**config.mk**
```make
export PLATFORM = sky130hd
export DESIGN_NAME = branch_resolve_ctrl
export DESIGN_NICKNAME = d
export VERILOG_FILES = /design/src/rtl/branch_resolve_ctrl.sv
export SDC_FILE = /design/constraint.sdc
export NUM_CORES = 1
export LEC_CHECK = 0
export CAP_MARGIN = 40
export CORE_UTILIZATION = 50
export CTS_CLUSTER_SIZE = 24
export DETAILED_ROUTE_END_ITERATION = 16
export PLACE_DENSITY = 0.74
export SYNTH_ARGS = -nofsm -noshare
export SYNTH_HDL_FRONTEND = slang
export SYNTH_SLANG_ARGS = --single-unit
export TNS_END_PERCENT = 10
```
**constraint.sdc**
```tcl
create_clock -name clk -period 6.2 [get_ports clk]
set_input_delay 1.24 -clock clk [delete_from_list [all_inputs] [get_ports clk]]
set_output_delay 1.24 -clock clk [all_outputs]
set_load 0.01 [all_outputs]
```
**src/rtl/branch_resolve_ctrl.sv**
```systemverilog
// EX-stage branch resolution sequencer: accepts one branch, waits for operands,
// resolves direction, checks prediction and drives redirect/flush.
// Optional BRANCH_STATS_EN macro adds branch and mispredict counters.
module branch_resolve_ctrl #(
    parameter int unsigned FLUSH_CYCLES = 2
) (
    input  logic        clk,
    input  logic        rst,
    input  logic        in_valid,
    output logic        in_ready,
    input  logic [2:0]  in_funct3,
    input  logic [31:0] in_pc,
    input  logic [31:0] in_imm,
    input  logic        in_pred_taken,
    input  logic        op_ready,
    output logic        sign_select,
    input  logic        cmp_equal,
    input  logic        cmp_less_than,
    output logic        resolved_valid,
    output logic        resolved_taken,
    output logic        illegal_br,
    output logic        redirect_valid,
    output logic [31:0] redirect_pc,
    output logic        flush,
    output logic        busy
`ifdef BRANCH_STATS_EN
    ,
    output logic [31:0] stat_branches,
    output logic [31:0] stat_mispredicts,
    input  logic        stat_clear
`endif
);

    localparam int unsigned CNT_W = 4;
    localparam int unsigned XLEN  = 32;

    typedef enum logic [1:0] {
        S_IDLE   = 2'd0,
        S_EVAL   = 2'd1,
        S_REPORT = 2'd2,
        S_FLUSH  = 2'd3
    } state_t;

    state_t             r_state;
    logic [2:0]         r_funct3;
    logic [XLEN-1:0]    r_pc;
    logic [XLEN-1:0]    r_imm;
    logic               r_pred;
    logic [CNT_W-1:0]   r_cnt;

    logic               r_in_ready;
    logic               r_sign_select;
    logic               r_resolved_valid;
    logic               r_resolved_taken;
    logic               r_illegal_br;
    logic               r_redirect_valid;
    logic [XLEN-1:0]    r_redirect_pc;
    logic               r_flush;
    logic               r_busy;

    state_t             w_state_nxt;
    logic [2:0]         w_funct3_nxt;
    logic [XLEN-1:0]    w_pc_nxt;
    logic [XLEN-1:0]    w_imm_nxt;
    logic               w_pred_nxt;
    logic [CNT_W-1:0]   w_cnt_nxt;
    logic [CNT_W-1:0]   w_cnt_dec;
    logic               w_cmp_taken;
    logic               w_cmp_illegal;
    logic               w_mispred;
    logic               w_report;
    logic [XLEN-1:0]    w_target;

    // Branch direction from captured funct3 and live comparator flags
    always_comb begin
        w_cmp_taken   = 1'b0;
        w_cmp_illegal = 1'b0;
        case (r_funct3)
            3'b000:          w_cmp_taken = cmp_equal;
            3'b001:          w_cmp_taken = !cmp_equal;
            3'b100, 3'b110:  w_cmp_taken = cmp_less_than;
            3'b101, 3'b111:  w_cmp_taken = !cmp_less_than;
            default:         w_cmp_illegal = 1'b1;
        endcase
    end

    assign w_target  = w_cmp_taken ? (r_pc + r_imm) : (r_pc + XLEN'(4));
    assign w_cnt_dec = r_cnt - CNT_W'(1);

    // Next state, capture and next registered outputs
    always_comb begin
        w_state_nxt  = r_state;
        w_funct3_nxt = r_funct3;
        w_pc_nxt     = r_pc;
        w_imm_nxt    = r_imm;
        w_pred_nxt   = r_pred;
        w_cnt_nxt    = r_cnt;
        w_mispred    = 1'b0;
        w_report     = 1'b0;

        case (r_state)
            S_IDLE: begin
                if (in_valid) begin
                    w_funct3_nxt = in_funct3;
                    w_pc_nxt     = in_pc;
                    w_imm_nxt    = in_imm;
                    w_pred_nxt   = in_pred_taken;
                    w_state_nxt  = S_EVAL;
                end
            end
            S_EVAL: begin
                if (op_ready) begin
                    w_report    = 1'b1;
                    w_mispred   = (w_cmp_taken != r_pred);
                    w_state_nxt = S_REPORT;
                end
            end
            S_REPORT: begin
                if (r_redirect_valid && (FLUSH_CYCLES > 32'd1)) begin
                    w_cnt_nxt   = CNT_W'(FLUSH_CYCLES - 32'd1);
                    w_state_nxt = S_FLUSH;
                end else begin
                    w_state_nxt = S_IDLE;
                end
            end
            S_FLUSH: begin
                w_cnt_nxt = w_cnt_dec;
                if (w_cnt_dec == '0) begin
                    w_state_nxt = S_IDLE;
                end
            end
            default: w_state_nxt = S_IDLE;
        endcase
    end

    always_ff @(posedge clk) begin
        if (rst) begin
            r_state          <= S_IDLE;
            r_funct3         <= '0;
            r_pc             <= '0;
            r_imm            <= '0;
            r_pred           <= 1'b0;
            r_cnt            <= '0;
            r_in_ready       <= 1'b1;
            r_sign_select    <= 1'b0;
            r_resolved_valid <= 1'b0;
            r_resolved_taken <= 1'b0;
            r_illegal_br     <= 1'b0;
            r_redirect_valid <= 1'b0;
            r_redirect_pc    <= '0;
            r_flush          <= 1'b0;
            r_busy           <= 1'b0;
        end else begin
            r_state          <= w_state_nxt;
            r_funct3         <= w_funct3_nxt;
            r_pc             <= w_pc_nxt;
            r_imm            <= w_imm_nxt;
            r_pred           <= w_pred_nxt;
            r_cnt            <= w_cnt_nxt;
            r_in_ready       <= (w_state_nxt == S_IDLE);
            r_busy           <= (w_state_nxt != S_IDLE);
            r_sign_select    <= (w_state_nxt == S_EVAL) && w_funct3_nxt[1];
            r_resolved_valid <= w_report;
            r_resolved_taken <= w_report && w_cmp_taken;
            r_illegal_br     <= w_report && w_cmp_illegal;
            r_redirect_valid <= w_mispred;
            r_redirect_pc    <= w_mispred ? w_target : '0;
            // First flush cycle coincides with REPORT
            r_flush          <= w_mispred || (w_state_nxt == S_FLUSH);
        end
    end

    assign in_ready       = r_in_ready;
    assign sign_select    = r_sign_select;
    assign resolved_valid = r_resolved_valid;
    assign resolved_taken = r_resolved_taken;
    assign illegal_br     = r_illegal_br;
    assign redirect_valid = r_redirect_valid;
    assign redirect_pc    = r_redirect_pc;
    assign flush          = r_flush;
    assign busy           = r_busy;

`ifdef BRANCH_STATS_EN
    logic [31:0] r_stat_branches;
    logic [31:0] r_stat_mispredicts;

    // Clear takes priority over a same-cycle increment
    always_ff @(posedge clk) begin
        if (rst || stat_clear) begin
            r_stat_branches    <= '0;
            r_stat_mispredicts <= '0;
        end else begin
            if (r_resolved_valid) begin
                r_stat_branches <= r_stat_branches + 32'd1;
            end
            if (r_redirect_valid) begin
                r_stat_mispredicts <= r_stat_mispredicts + 32'd1;
            end
        end
    end

    assign stat_branches    = r_stat_branches;
    assign stat_mispredicts = r_stat_mispredicts;
`endif

endmodule
```
==> metrics <==
Clock Skew 0.0136 ns; via/cell ratio 5.47; Async S/R FF share, synth 0; Worst-Margin Slew 0.864 ns; failing checks DRC; CP max stage cell nand2_1; Max Cap Violations 0; Post-synth EDFFs 0; switching portion of total power 0.269; Die W 111 um; Clock Power Share 0.464; crit path cell chain clkdlybuf4s50_1, xor2_1, nand2_1, o31a_1, buf_4, xnor2_1, nand2_1, inv_1, nand2_1, o22ai_1; Lkg Pwr 0.00302 uW; Buffers on Ports between 100 and 150; YS warnings 0; Cell Pwr Density 270 mW/mm^2; Pins Over Slew Limit 0; Post-CTS Hold Buffers 0; DRC Markers 7; worst endpoint required time 6.48 ns; Final Hold Vio Count 0; compound-gate portion of the synthesized area 0.213; DRT Pass-1 Iters 12; P&R area growth vs syn 29.9%; Synth area leader dfxtp_1; clk sinks 114; Routed WL 15700 um; RSZ-0062 raised after global routing false; Crit Path Class input port to register; starting density of the core 0.518; Rows 39; flops & latches, synth 114; simple-gate share of the synthesized area 0.207; Worst slew margin 0.423; Clock transition at path regs about 0.050 ns; total grt overflow 0; adder-cell share of the synthesized area 0.0743; Placer Congestion 0.904; H-Tree Depth 4; CTS buffer count 17; Mapped Area 0.00599 mm^2; post-detail-place hpwl 11400 um; most frequent cell after synthesis nand2_1; multiplexer share of the synthesized area 0.00501; outcome finished, violations left; maximum vdd drop 0.166 mV; Avg Cell Area, Syn 7.85 um^2; Post-Synth XOR/XNOR Area 0.0848; Die Y 111 um; synth cell count leaders nand2_1, dfxtp_1, a21oi_1, nor2_1, clkbuf_1; CTS Buffer Depth 2; Global Route Usage Sum 0.267; CP bufs+invs 3; worst-path fanout max 27; sw power 566 uW; ys flop type dfxtp_1; f_max 0.274 GHz; post-synthesis cell count around 760; Worst Path Arrival around 3.9 ns; period utilization 0.588; clock latency at the later pin of the worst-skew pair 0.43 ns; die area between 0.01 and 0.015 mm^2; WL per Instance 15.6 um; Post-CTS Setup Inserts 0; Setup Viol. Count Final 0; post-cts sizing count 0; Worst setup EP type register; logic gate share of total power 0.149; Core ar. 0.0116 mm^2; post-synth cell types 50; share of the synthesized area in the top cell type 0.381; fin nets 964; Crit path max-delay family simple AND/OR/NAND/NOR gates; largest family of logic cells by synthesized area compound AO/OA/AOI/OAI gates; Tmin final 3.64 ns; setup_tns 0 ns; post-synthesis sequential area ratio 0.381; antenna violations before repair 0; Sequential Power Share 0.386; CP dominant cell by count nand2_1; vias in the first global route around 5500; Post-Syn Nets 872; Power Total 2100 uW; routed via count 5534; Critical Path Start Type input port; type of the tightest min-delay check register to register; Final ANT Viol Nets 0; internal power between 1500 and 2000 uW; pin count of the biggest net entering global routing 79; Area contributors post-synth dfxtp_1, nand2_1, a21oi_1; CTS tree yes; ANT cells 0; CTS root buffer clkbuf_16; first-pass GRT wire length approximately 26000 um; 1st-iter DRT viols between 300 and 400; Top Ports approximately 110; CP max stage delay about 0.65 ns; share of cells above drive strength 1 0.0622
kinds of logic after synthesis:
kind of cell,after synthesis
DFF,114
and+or+nand+nor,286
AOI/OAI and AO/OA,212
muxes,3
xor gates and xnor gates,58
adders and majority gates,35
buffers and inverters,55
sequential cells by signal, summed over array words and instances, names as in the netlist, 2 cells and up:
signal and count:
r_state 2, r_pc 32, redirect_pc 32, r_cnt 4, r_funct3 3, r_imm 32
tightest hold or removal path, cell delays in order, from the launching register on:
cell and delay, ns:
dfxtp_1 0.31, nand2_1 0.05, a21oi_1 0.05
placed cells by master, fill, tap and decap left out, drive strengths merged, types with 20 or more instances in the layout:
cell and instances:
nand2 179, dfxtp 114, clkdlybuf4s50 112, a21oi 110
nor2 41, ha 34, xnor2 32, o21ai 29
xor2 26, clkbuf 20
routing by layer:
layer	GRT usage	wire length, um	part of all wire	up-vias
met5	0	0	0	-
met4	0.0928	148	0.0094	0
met3	0.0762	882	0.056	13
met2	0.438	7360	0.47	142
met1	0.337	7350	0.47	2551
li1	-	-	-	2828
metrics by stage:
stage               setup WS, ns  utilization  hold WS, ns  instance area [um^2]  std cells
floorplan                   3.56            -        0.440                  5990        763
detailed placement          2.19        0.621        0.456                  7180        979
global route                2.35        0.673        0.485                  7780       1011
CTS                         2.62        0.673        0.463                  7780       1011
finish                      2.56        0.673        0.466                  7780       1011
global placement            2.30        0.619        0.451                  7160        978
layout make-up:
type	instances	area, um^2
clock buffer	20	467
sequential	114	2280
fill	971	3780
tap	143	179
timing repair buffer	118	1180
multi-input combinational	594	3510
clock inverter	12	133
inverter	10	37.5
power by group through the flow:
stage | combinational, uW | clock, uW | sequential (uW)
final | 314 | 976 | 812
after global routing | 350 | 1030 | 818
after CTS | 313 | 992 | 812
after detailed placement | 310 | 0 | 827
after global placement | 301 | 0 | 826
after floorplan | 205 | 0 | 815
path summary, 6_finish.rpt:
check	depth (start not counted)	slack, ns	endpoint	startpoint
max	10	2.56	redirect_pc[20]$_SDFF_PP0_	cmp_less_than
min	2	0.47	r_imm[24]$_SDFFE_PP0P_	r_imm[24]$_SDFFE_PP0P_
max reg2reg	11	3.14	redirect_pc[30]$_SDFF_PP0_	r_pc[0]$_SDFFE_PP0P_
min reg2reg	2	0.47	r_imm[24]$_SDFFE_PP0P_	r_imm[24]$_SDFFE_PP0P_
Note: power is estimated with default switching activity, not from simulation.
